File: src/rtl/tft_ctrl.sv
// -----------------------------------------------------------------------------
// tft_ctrl
//
// Timing controller for a 480x272 RGB565 TFT panel. It generates the
// horizontal and vertical scan counters, the hsync/vsync pulses and the panel
// data enable. It also requests pixels from an upstream pixel source.
//
// The request (pix_x/pix_y) is issued one clock ahead of the active window.
// The pixel source answers with registered pix_data one clock later, so that
// data lines up exactly with the active window on rgb_tft.
//
// The first (partial) frame after reset is blanked. Both tft_de and the RGB
// bus stay low until one complete frame has been scanned. The backlight is
// switched on at that same point.
//
// Ports
//   tft_clk      in   pixel clock
//   sys_rst_n    in   asynchronous active-low reset
//   pix_data     in   [15:0] RGB565 from pixel source, 1 clock after request
//   pix_x        out  [9:0]  requested column, 10'h3FF when idle
//   pix_y        out  [9:0]  requested row, 10'h3FF when idle
//   rgb_tft      out  [15:0] panel RGB565 bus (black outside active area)
//   hsync        out  horizontal sync, active high
//   vsync        out  vertical sync, active high
//   tft_clk_out  out  panel clock (straight copy of tft_clk)
//   tft_de       out  panel data enable
//   tft_bl       out  backlight enable
//   frame_end    out  one-clock pulse following the last active pixel
// -----------------------------------------------------------------------------
module tft_ctrl #(
    parameter logic [9:0] H_SYNC  = 10'd41,
    parameter logic [9:0] H_BACK  = 10'd2,
    parameter logic [9:0] H_VALID = 10'd480,
    parameter logic [9:0] H_FRONT = 10'd2,
    parameter logic [9:0] H_TOTAL = 10'd525,
    parameter logic [9:0] V_SYNC  = 10'd10,
    parameter logic [9:0] V_BACK  = 10'd2,
    parameter logic [9:0] V_VALID = 10'd272,
    parameter logic [9:0] V_FRONT = 10'd2,
    parameter logic [9:0] V_TOTAL = 10'd286
) (
    input  logic        tft_clk,
    input  logic        sys_rst_n,
    input  logic [15:0] pix_data,
    output logic [9:0]  pix_x,
    output logic [9:0]  pix_y,
    output logic [15:0] rgb_tft,
    output logic        hsync,
    output logic        vsync,
    output logic        tft_clk_out,
    output logic        tft_de,
    output logic        tft_bl,
    output logic        frame_end
);

    // Window boundaries. The active region ends where the front porch begins.
    // The request window is the active window shifted one clock earlier.
    localparam logic [9:0] H_LAST      = H_TOTAL - 10'd1;
    localparam logic [9:0] V_LAST      = V_TOTAL - 10'd1;
    localparam logic [9:0] H_ACT_START = H_SYNC + H_BACK;
    localparam logic [9:0] H_ACT_END   = H_TOTAL - H_FRONT - 10'd1;
    localparam logic [9:0] V_ACT_START = V_SYNC + V_BACK;
    localparam logic [9:0] V_ACT_END   = V_TOTAL - V_FRONT - 10'd1;
    localparam logic [9:0] H_REQ_START = H_ACT_START - 10'd1;
    localparam logic [9:0] H_REQ_END   = H_ACT_START + H_VALID - 10'd2;
    localparam logic [9:0] V_VAL_END   = V_ACT_START + V_VALID - 10'd1;

    logic [9:0] cnt_h_reg;
    logic [9:0] cnt_v_reg;
    logic       de_arm_reg;
    logic       tft_bl_reg;
    logic       frame_end_reg;

    logic       line_last;
    logic       frame_last;
    logic       h_act;
    logic       v_act;
    logic       rgb_valid;
    logic       pix_req;

    assign line_last  = (cnt_h_reg == H_LAST);
    assign frame_last = line_last && (cnt_v_reg == V_LAST);

    // ---------------------------------------------------------------------
    // Scan counters. The vertical counter advances on the last clock of
    // each line. On the last line of the frame, both counters wrap on the
    // same edge.
    // ---------------------------------------------------------------------
    always_ff @(posedge tft_clk or negedge sys_rst_n) begin
        if (!sys_rst_n) begin
            cnt_h_reg <= 10'd0;
        end else if (line_last) begin
            cnt_h_reg <= 10'd0;
        end else begin
            cnt_h_reg <= cnt_h_reg + 10'd1;
        end
    end

    always_ff @(posedge tft_clk or negedge sys_rst_n) begin
        if (!sys_rst_n) begin
            cnt_v_reg <= 10'd0;
        end else if (frame_last) begin
            cnt_v_reg <= 10'd0;
        end else if (line_last) begin
            cnt_v_reg <= cnt_v_reg + 10'd1;
        end
    end

    // ---------------------------------------------------------------------
    // de_arm and the backlight enable are sticky. They set when the first
    // complete frame after reset finishes, so the partial frame that was
    // in flight at reset release is never shown. Only a reset clears them.
    // ---------------------------------------------------------------------
    always_ff @(posedge tft_clk or negedge sys_rst_n) begin
        if (!sys_rst_n) begin
            de_arm_reg <= 1'b0;
            tft_bl_reg <= 1'b0;
        end else if (frame_last) begin
            de_arm_reg <= 1'b1;
            tft_bl_reg <= 1'b1;
        end
    end

    // frame_end is registered off the last active pixel. It therefore
    // appears one clock later, on the first front-porch clock of the last
    // active line.
    always_ff @(posedge tft_clk or negedge sys_rst_n) begin
        if (!sys_rst_n) begin
            frame_end_reg <= 1'b0;
        end else begin
            frame_end_reg <= (cnt_h_reg == H_ACT_END) && (cnt_v_reg == V_ACT_END);
        end
    end

    // ---------------------------------------------------------------------
    // Combinational decode from the counters.
    // ---------------------------------------------------------------------
    assign hsync     = (cnt_h_reg <= H_SYNC - 10'd1);
    assign vsync     = (cnt_v_reg <= V_SYNC - 10'd1);

    assign h_act     = (cnt_h_reg >= H_ACT_START) && (cnt_h_reg <= H_ACT_END);
    assign v_act     = (cnt_v_reg >= V_ACT_START) && (cnt_v_reg <= V_VAL_END);
    assign rgb_valid = h_act && v_act;

    assign pix_req   = v_act && (cnt_h_reg >= H_REQ_START) && (cnt_h_reg <= H_REQ_END);

    // The subtraction is only taken inside the request window, so the
    // result is always in range. Outside the window, the all-ones
    // coordinate tells the pixel source that no request is pending.
    assign pix_x = pix_req ? (cnt_h_reg - H_REQ_START) : 10'h3FF;
    assign pix_y = pix_req ? (cnt_v_reg - V_ACT_START) : 10'h3FF;

    // Black is driven outside the active area and throughout the blanked
    // first frame.
    assign rgb_tft     = (rgb_valid && de_arm_reg) ? pix_data : 16'h0000;
    assign tft_de      = rgb_valid && de_arm_reg;
    assign tft_bl      = tft_bl_reg;
    assign frame_end   = frame_end_reg;
    assign tft_clk_out = tft_clk;

endmodule

File: config.mk
export PLATFORM = sky130hd
export DESIGN_NAME = tft_ctrl
export DESIGN_NICKNAME = d
export VERILOG_FILES = /design/src/rtl/tft_ctrl.sv
export SDC_FILE = /design/constraint.sdc
export NUM_CORES = 1
export LEC_CHECK = 0
export CORE_UTILIZATION = 48
export CTS_BUF_LIST = sky130_fd_sc_hd__clkbuf_2
export CTS_CLUSTER_SIZE = 30
export DETAILED_ROUTE_END_ITERATION = 10
export PLACE_DENSITY = 0.82
export SETUP_SLACK_MARGIN = 0.4
export SLEW_MARGIN = 20
export SYNTH_ARGS = -nofsm -noshare
export SYNTH_HDL_FRONTEND = slang
export SYNTH_SLANG_ARGS = --single-unit
File: constraint.sdc
create_clock -name tft_clk -period 2.4 [get_ports tft_clk]
set_input_delay 0.36 -clock tft_clk [delete_from_list [all_inputs] [get_ports tft_clk]]
set_output_delay 0.36 -clock tft_clk [all_outputs]
set_load 0.02 [all_outputs]
==> results of run 1 <==
-- metrics by stage --
stage | util [%] | cells
4_1_cts | 93.6 | 408
3_5_place_dp | 82.9 | 385
3_3_place_gp | 82.9 | 385
2_1_floorplan | - | 251
-- kinds of logic after synthesis --
group	after synthesis	share of synthesized area [%]
simple gates	126	32.9
xor+xnor	22	10.1
fa+ha+maj	12	7.84
mux	1	0.523
buf+inv	35	8.63
flops	22	28.8
compound gates	33	11.2
-- repair_timing --
item                       CTS
setup endpoints to repair   42
hold buffers                 0
gates cloned                 3
pin swaps                   12
buffers inserted            13
gates resized for setup    263
==> results.cfg, run 1 <==
[floorplanning]
initial_utilization_pct = 51.1
die_w_um = 65.2
rows = 22
die_y_um = 65.2
io_pins = 60

[place]
gp_congestion = 0.865
dpl.hpwl_um = 4620
port_buffers = 59
dpl_cell_area_um2 = 3100
dp_slack_ps = -250

[synth]
syn_inst = 251
synthFlopType = dfrtp_1
synth_area_leader_cell = dfrtp_1
synth_nets = 281
synth_cell_type_count = 37
synth_warnings = 0
synth_seq_cells = 22
synth_edf_count = 0
synthTopCellsByArea = dfrtp_1, ha_1, nand3_1, nor3_1, nand2_1
synth_top_area_share_pct = 28.8
synthesis.area_um2 = 1910
ys_top_cells_by_count = nand2_1, nand3_1, nor3_1
postSynthAreaPerCell_um2 = 7.63
async_flop_share_pct = 100
seq_area_frac_synth_pct = 28.8
yosysMostFrequentCell = nand2_1

[sta]
crit_endpoint = pix_y[4]
endpoint_type = output port

[outcome]
status = did not finish
tool.error = [ERROR DPL-0038] Utilization greater than 100%, impossible to legalize
lastStage = 5_1_grt

[global_routing]
grt_max_degree = 23
==> inputs of run 2 (changes only) <==
Settings changed: CORE_UTILIZATION 48 to 40, CTS_BUF_LIST sky130_fd_sc_hd__clkbuf_2 to default, CTS_CLUSTER_SIZE 30 to default, PLACE_DENSITY 0.82 to default, PLACE_DENSITY_LB_ADDON from default to 0.15, SETUP_SLACK_MARGIN 0.4 to default.
==> results.cfg, run 2 <==
[outcome]
status = complete, but fails checks
violations = design-rule violations, negative setup slack

[synth]
synth_nets = 281
seq_area_frac_synth_pct = 28.8
synth_cell_type_count = 37
postSynthAreaPerCell_um2 = 7.63
ys_top_cells_by_count = nand2_1, nand3_1, nor3_1
synth_warnings = 0
synthesis.area_um2 = 1910
synthFlopType = dfrtp_1
synth_edf_count = 0
synth_area_leader_cell = dfrtp_1
syn_inst = 251
synth_seq_cells = 22
async_flop_share_pct = 100
synth_top_area_share_pct = 28.8
yosysMostFrequentCell = nand2_1
synthTopCellsByArea = dfrtp_1, ha_1, nand3_1, nor3_1, nand2_1

[floorplanning]
placeableCoreArea_um2 = 4470
die_w_um = 71.2
dieArea_um2 = 5070
io_pins = 60
rows = 24
die_y_um = 71.2
initial_utilization_pct = 42.8

[critical_path]
crit_path_end_kind = output pin
cp_slowest_cell = dfrtp_2
rr_endpoint = cnt_v_reg[5]$_DFFE_PN0P_
max_stage_delay_ps = 460
start_kind = flip-flop
critPathBufInv = 3
cp_max_fo = 8
timing.rr.start = cnt_h_reg[0]$_DFF_PN0_
required_ps = 2040
crit_chain = inv_4 > ha_4 > o21bai_4 > a2111o_1 > a22oi_2 > buf_6 > o211ai_1 > buf_4
r2r_slack_ps = 340
arrival_ps = 2210
crit_type = flip-flop to output pin
crit_family = compound AO/OA/AOI/OAI gates
reg2reg_depth = 7

[drt]
wl_um = 5580
drt_iter0_markers = 103
routed_via_density = 5.26
drt_first_pass_iters = 7
wire_per_inst_um = 13.8
vias = 2125
drt.antenna.violating_nets = 0
drc = 10

[clock_network]
clk_pin_slew_ps = 90
ctsHoldBuffers = 0
worstSkewPairLatency_ps = 370
cts_tree = yes

[global_routing]
grt_max_degree = 23
global_route.overflow_total = 0
grt_pass1_wl_um = 8950
grt_use_total_pct = 22.6
grt_antenna_before_repair = 0
grt_pass1_vias = 1989

[place]
gp_congestion = 0.863
dpl.hpwl_um = 4000
port_buffers = 59

[layout]
layout.nets = 384
antenna_cells = 0
drive_above_1_share_pct = 41.2
layout_common_cells = buf_4, nand2_1, nand3_1
syn2layout_area_growth_pct = 64.2
final_common_cell = buf_4
utilization_pct = 70.3

[pwr]
ir_worst_vdd_uv = 514
p_total_uw = 824
power_density_nw_per_um2 = 262
p_leak_uw = 0.00135

[sta]
rsz0062_at_grt = true
hold_ws_ps = 334
final-max-slew-violation-count = 0
hold_violations = 0
post-route-min-period_ps = 2570
slew_headroom_pct = 70.7
worst_clock_skew_ps = 4.49
fmax_ghz = 0.389
tightest_slew_ps = 440
setup_viol = 37
fin_crit_sh_pct = 107
setup_ws_ps = -174

[hold_path]
hp-class = input port to asynchronous set/reset pin

[job]
maxCapViolCount = 0
==> run 2: cell counts after synthesis <==
Identical to the previous run, type by type.
==> run 2: worst max-delay path by stage <==
stage	from	to	slack, ps	depth (start not counted)
after floorplan	cnt_h_reg[2]$_DFF_PN0_	rgb_tft[10]	40	9
after global placement	cnt_h_reg[1]$_DFF_PN0_	pix_x[9]	-260	8
after CTS	cnt_h_reg[1]$_DFF_PN0_	pix_x[9]	-180	8
final	cnt_h_reg[1]$_DFF_PN0_	pix_x[9]	-170	8
after global routing	cnt_h_reg[2]$_DFF_PN0_	pix_x[9]	-260	9
after detailed placement	cnt_h_reg[1]$_DFF_PN0_	pix_x[9]	-260	8
==> run 2: kinds of logic (layout without fill, tap and decap cells) <==
logic type               count (synthesis)  after routing  share of synthesized area (%)
AO/OA/AOI/OAI                           33             33                           11.2
adder cells (fa/ha/maj)                 12             12                           7.84
flip-flops                              22             22                           28.8
AND/OR/NAND/NOR                        126            127                           32.9
multiplexers                             1              1                          0.523
XOR/XNOR                                22             22                           10.1
buffers and inverters                   35            135                           8.63
==> run 2: power by group <==
group          internal (µW)  switching, µW  total [µW]  leakage [µW]
combinational           24.9           10.9        35.8       0.00101
clock                    246            172         418     0.0000471
sequential               370              0         370      0.000291
total                    642            183         824       0.00135
==> run 2: timing repair <==
| action | 4_1_cts | 5_1_grt |
|---|---|---|
| resized for setup | 231 | 32 |
| setup buffers | 4 | 1 |
| pin swaps | 4 | 7 |
| endpoints found under the setup margin | 39 | 39 |
| gates cloned | 0 | 1 |
==> run 2: cell type report <==
class | count | area (µm²)
tap | 52 | 65.1
inverter | 10 | 40.0
clock buffer | 7 | 92.6
fill | 389 | 1330
timing repair buffer | 118 | 988
sequential | 22 | 553
multi-input combinational | 195 | 1410
==> run 2: stage by stage <==
stage	cells	cell area (µm²)	TNS, ps	worst slack, ps
2_1_floorplan	251	1910	0	43.6
3_3_place_gp	392	2860	-7980	-263
3_5_place_dp	392	2860	-8280	-263
4_1_cts	402	3010	-5160	-182
5_1_grt	404	3140	-7140	-262
6_report	404	3140	-4320	-174
==> run 2: worst reg2reg max path, stage by stage (launching register included) <==
cell and delay (ps):
dfrtp_2 450, inv_2 90, buf_4 120, ha_1 160, and3_1 180, and4_1 480, nand2_1 200, o31ai_1 280
==> run 2: layer usage <==
layer	vias to the layer above	GRT usage, %	wire length [µm]
met4	0	10.4	71
met5	-	0	0
met1	974	29.5	2480
li1	1070	-	-
met3	6	4.56	424
met2	75	35.9	2610
Note: power is estimated with default switching activity, not from simulation.
